===== config.mk =====
export PLATFORM = sky130hd
export DESIGN_NAME = mem_arbiter
export DESIGN_NICKNAME = d
export VERILOG_FILES = /design/src/rtl/mem_arbiter.sv
export SDC_FILE = /design/constraint.sdc
export NUM_CORES = 1
export LEC_CHECK = 0
export ABC_AREA = 1
export ABC_CLOCK_PERIOD_IN_PS = 2630
export CAP_MARGIN = 10
export CORE_AREA = 2 2 106 108
export DETAILED_ROUTE_END_ITERATION = 10
export DIE_AREA = 0 0 108 110
export HOLD_SLACK_MARGIN = 0.1
export SLEW_MARGIN = 5
export SYNTH_ARGS = -nofsm -noshare
export SYNTH_HDL_FRONTEND = slang
export SYNTH_SLANG_ARGS = --single-unit

===== constraint.sdc =====
create_clock -name clk -period 2.63 [get_ports clk]
set_clock_uncertainty 0.05 [all_clocks]
set_input_delay 0.526 -clock clk [delete_from_list [all_inputs] [get_ports clk]]
set_output_delay 0.526 -clock clk [all_outputs]
set_load 0.02 [all_outputs]

===== src/rtl/mem_arbiter.sv =====
// Two-port round-robin arbiter that shares one memory bus between an
// instruction fetch port and a load/store port, with an m_ack timeout abort.
module mem_arbiter #(
  parameter int ADDR_W  = 32,
  parameter int DATA_W  = 32,
  parameter int TIMEOUT = 255
) (
  input  logic                  clk,
  input  logic                  rst,
  // fetch port
  input  logic                  f_cyc,
  input  logic [ADDR_W-1:0]     f_adr,
  output logic                  f_ack,
  output logic                  f_err,
  output logic [DATA_W-1:0]     f_dat_o,
  // load/store port
  input  logic                  l_cyc,
  input  logic                  l_we,
  input  logic [ADDR_W-1:0]     l_adr,
  input  logic [DATA_W-1:0]     l_dat_i,
  input  logic [DATA_W/8-1:0]   l_sel,
  output logic                  l_ack,
  output logic                  l_err,
  output logic [DATA_W-1:0]     l_dat_o,
  // memory port
  output logic                  m_cyc,
  output logic                  m_we,
  output logic [ADDR_W-1:0]     m_adr,
  output logic [DATA_W-1:0]     m_dat_o,
  output logic [DATA_W/8-1:0]   m_sel,
  input  logic [DATA_W-1:0]     m_dat_i,
  input  logic                  m_ack
);

  localparam int SEL_W = DATA_W / 8;
  localparam int CNT_W = (TIMEOUT < 2) ? 1 : $clog2(TIMEOUT + 1);

  typedef enum logic [1:0] {IDLE, GNT_F, GNT_L} state_t;

  typedef struct packed {
    logic              we;
    logic [ADDR_W-1:0] adr;
    logic [DATA_W-1:0] dat;
    logic [SEL_W-1:0]  sel;
  } mem_req_t;

  state_t           state, state_nxt;
  logic             last_lsu, last_lsu_nxt;   // 1: LSU was granted most recently
  logic [CNT_W-1:0] wait_cnt, wait_cnt_nxt;
  logic             g_cyc, g_ack, g_err;
  logic             timed_out;
  mem_req_t         mreq;

  assign timed_out = (wait_cnt == CNT_W'(TIMEOUT));

  always_ff @(posedge clk or posedge rst) begin
    if (rst) begin
      state    <= IDLE;
      wait_cnt <= '0;
      last_lsu <= 1'b1;
    end else begin
      state    <= state_nxt;
      wait_cnt <= wait_cnt_nxt;
      last_lsu <= last_lsu_nxt;
    end
  end

  always_comb begin
    state_nxt    = state;
    wait_cnt_nxt = wait_cnt;
    last_lsu_nxt = last_lsu;
    g_cyc        = 1'b0;
    g_ack        = 1'b0;
    g_err        = 1'b0;
    case (state)
      IDLE: begin
        wait_cnt_nxt = '0;
        if (f_cyc && l_cyc) state_nxt = last_lsu ? GNT_F : GNT_L;
        else if (f_cyc)     state_nxt = GNT_F;
        else if (l_cyc)     state_nxt = GNT_L;
      end
      GNT_F, GNT_L: begin
        g_cyc = (state == GNT_F) ? f_cyc : l_cyc;
        // Abandoned request: no ack/err forwarded and fairness history untouched.
        if (!g_cyc) begin
          state_nxt    = IDLE;
          wait_cnt_nxt = '0;
        end else if (m_ack) begin
          g_ack        = 1'b1;
          state_nxt    = IDLE;
          wait_cnt_nxt = '0;
          last_lsu_nxt = (state == GNT_L);
        end else if (timed_out) begin
          g_err        = 1'b1;
          state_nxt    = IDLE;
          wait_cnt_nxt = '0;
        end else begin
          wait_cnt_nxt = wait_cnt + CNT_W'(1);
        end
      end
      default: state_nxt = IDLE;
    endcase
  end

  // Memory-side request mux; everything reads zero while idle.
  always_comb begin
    mreq = '0;
    case (state)
      GNT_F: begin
        mreq.adr = f_adr;
        mreq.sel = '1;
      end
      GNT_L: begin
        mreq.we  = l_we;
        mreq.adr = l_adr;
        mreq.dat = l_dat_i;
        mreq.sel = l_sel;
      end
      default: mreq = '0;
    endcase
  end

  // Async reset clears state immediately, so m_cyc drops without an edge.
  assign m_cyc   = (state != IDLE);
  assign m_we    = mreq.we;
  assign m_adr   = mreq.adr;
  assign m_dat_o = mreq.dat;
  assign m_sel   = mreq.sel;

  assign f_ack   = g_ack && (state == GNT_F);
  assign f_err   = g_err && (state == GNT_F);
  assign l_ack   = g_ack && (state == GNT_L);
  assign l_err   = g_err && (state == GNT_L);

  assign f_dat_o = rst ? '0 : m_dat_i;
  assign l_dat_o = rst ? '0 : m_dat_i;

endmodule


==> out/qor.csv <==
metric,value,unit
status,finished clean,
clock_latency,240,ps
p_per_area,632,nW/um^2
fin_area,4750,um^2
yosys.area.top_type,nand2_1,
chipWidth,108,um
vias,3018,
place.gp.congestion,0.807,
total_power,3.00,mW
yosys_warnings,0,
grt_max_degree,43,
cp_data_arrival_time,1970,ps
nNetsFinal,775,
postLayoutSetupSlackWorst,80.3,ps
path_max_fanout,21,
synth_enable_flop_cells,0,
drv_cap,0,
ir_drop,352,uV
whs,429,ps
grt_pass1_vias,2728,
p_comb_share,86.9,%
first_pass_iters,4,
async_flop_share,100,%
rows,38,
fillers,1098,
tightest_slew,423,ps
internal_power,1.43,mW
yosysSeqAreaShare,13.8,%
power_frac_seq,7.4,%
finalWirelength,9130,um
crit_path_end_kind,output port,
switching_share,52.4,%
holdPathStages,2,
yosysTopAreaCellShare,23.3,%
highest_layer,met4,
r2r_setup_slack,890,ps
hold_path.class,flip-flop to flip-flop,
rr_endpoint,wait_cnt[5]$_DFFE_PP0P_,
dieArea,11900,um^2
ys_ff_latch,11,
relSlewSlack,71.8,%
slew_violations,0,
yosys.area_share.simple,38.0,%
drt_iter0_markers,158,
die_h,110,um
placed_cells,767,
antenna_found_initial,0,
cts_hold_buf,0,
initial_core_util,18.7,%
grt_use_total,13.3,%
numCtsBuffers,3,
drcViolationCount,0,
yosysMostFrequentCell,nand2_1,
synthMuxAreaShare,0,%
cts_sinks,11,
final_util,44.4,%
fin_cells,771,
post-route-period-util,96.9,%
tns,0,ps
ctsHtreeMaxLevel,1,
wl_met3,707,um
startpoint_type,input pin,
crit_type,input pin to output port,
path_clk_slew,50,ps
area_delta_synth_final,138,%
min_period,2550,ps
avgSynthCellArea,5.15,um^2
holdPathEnd,last_lsu$_DFFE_PP1P_,
synthTopCellsByArea,"nand2_1 23%, inv_1 15%, dfrtp_1 13%",
ys_types,22,
grt_pass1_wl,13000,um
p_leak,2.40,nW
cts_root_buffer,clkbuf_8,
netlist_area,2000,um^2
drive_gt1_share,4.91,%
synthAdderAreaFrac,3.13,%
placed_area,4740,um^2
core_area,10700,um^2
required,2050,ps
ys.flop_type,dfrtp_1,
synthCells,388,
synth_xor_area_share,2.19,%
rr_startpoint,state[1]$_DFFE_PP0P_,
pre_cts_slack,-47.1,ps
setup_viol,0,
ctsLongestPathBuffers,2,
diodes,0,
hold_viol,0,
syn_nets,531,
synth_compound_area_share,10.5,%
wl_met2,4770,um
max_freq,392,MHz
rr_worst_depth,11,
synth_common_cells,"124 x nand2_1, 82 x inv_1, 49 x nor2_1",
hpwl,7760,um
switchingPower,1.57,mW
rsz0062_at_grt,no,
ant_nets,0,
port_buffers,275,
power.share.clock,5.7,%
tritoncts,built,
io_pins,276,
min_from,last_lsu$_DFFE_PP1P_,
vias_per_cell,3.91,
wire_per_inst,11.8,um
synth_top_family_by_area,simple AND/OR/NAND/NOR gates,
gr-total-overflow,0,
drt-met1-wl,3450,um
area by class of cell:
class | count | area, um^2 | share of cell area (%)
Tap cell | 140 | 175 | 3.69
Clock buffer | 4 | 45.0 | 0.949
Inverter | 84 | 320 | 6.75
Timing Repair Buffer | 290 | 2850 | 60.0
Sequential cell | 11 | 277 | 5.82
Multi-Input combinational cell | 242 | 1080 | 22.8
layout by cell type (no fill, tap or decap), drive strengths merged:
cell type / count
dfrtp: 10
xor2: 5
dfstp: 1
dlygate4sd2: 38
dlymetal6s2s: 2
nand3b: 1
nand3: 6
clkbuf: 5
buf: 15
nand4: 3
nor2: 56
o21ai: 6
clkinv: 1
ha: 5
clkdlybuf4s50: 233
a21oi: 36
clkdlybuf4s15: 1
inv: 83
nand2: 124
worst max-delay path, cell delays in order:
cell and delay, ps:
clkdlybuf4s50_1 420, buf_4 220, nor2_1 170, clkdlybuf4s50_1 640
logic make-up (layout without fill, tap and decap cells):
| logic type | count (synthesis) | after routing |
|---|---|---|
| AO/OA/AOI/OAI | 42 | 42 |
| buffers and inverters | 135 | 378 |
| adder cells (fa/ha/maj) | 5 | 5 |
| XOR/XNOR | 5 | 5 |
| AND/OR/NAND/NOR | 190 | 190 |
| flip-flops | 11 | 11 |
worst max path at each step:
stage | start | to | slack [ps] | depth (start not counted)
2_1_floorplan | state[0]$_DFFE_PP0P_ | m_adr[0] | 550 | 5
3_3_place_gp | f_cyc | l_err | 4 | 6
3_5_place_dp | f_cyc | f_err | -50 | 6
4_1_cts | rst | l_dat_o[11] | 50 | 4
5_1_grt | rst | f_dat_o[10] | 3 | 4
6_report | rst | f_dat_o[30] | 80 | 4
registers in the layout, summed over array words and instances (netlist names):
signal	cells
wait_cnt	8
state	2
last_lsu	1
power by group through the flow:
stage                     logic, mW  clock network, mW  registers [mW]
after floorplan                1.45                  0           0.224
after global placement         2.77                  0           0.226
after detailed placement       2.77                  0           0.227
after CTS                      2.65              0.173           0.225
after global routing           2.83              0.181           0.229
final                          2.61              0.170           0.223
what timing repair did:
action	in CTS	in global routing
pin swaps	0	0
hold endpoints to repair	0	0
resized for setup	43	5
setup buffers	0	0
setup endpoints to repair	40	4
metal layers:
metal | GRT usage (%) | vias to the layer above
met5 | 0 | -
met4 | 4.03 | 0
met3 | 2.41 | 16
met2 | 24.8 | 125
met1 | 15.3 | 1300
li1 | - | 1577
Power figures use the tool's default switching activity.
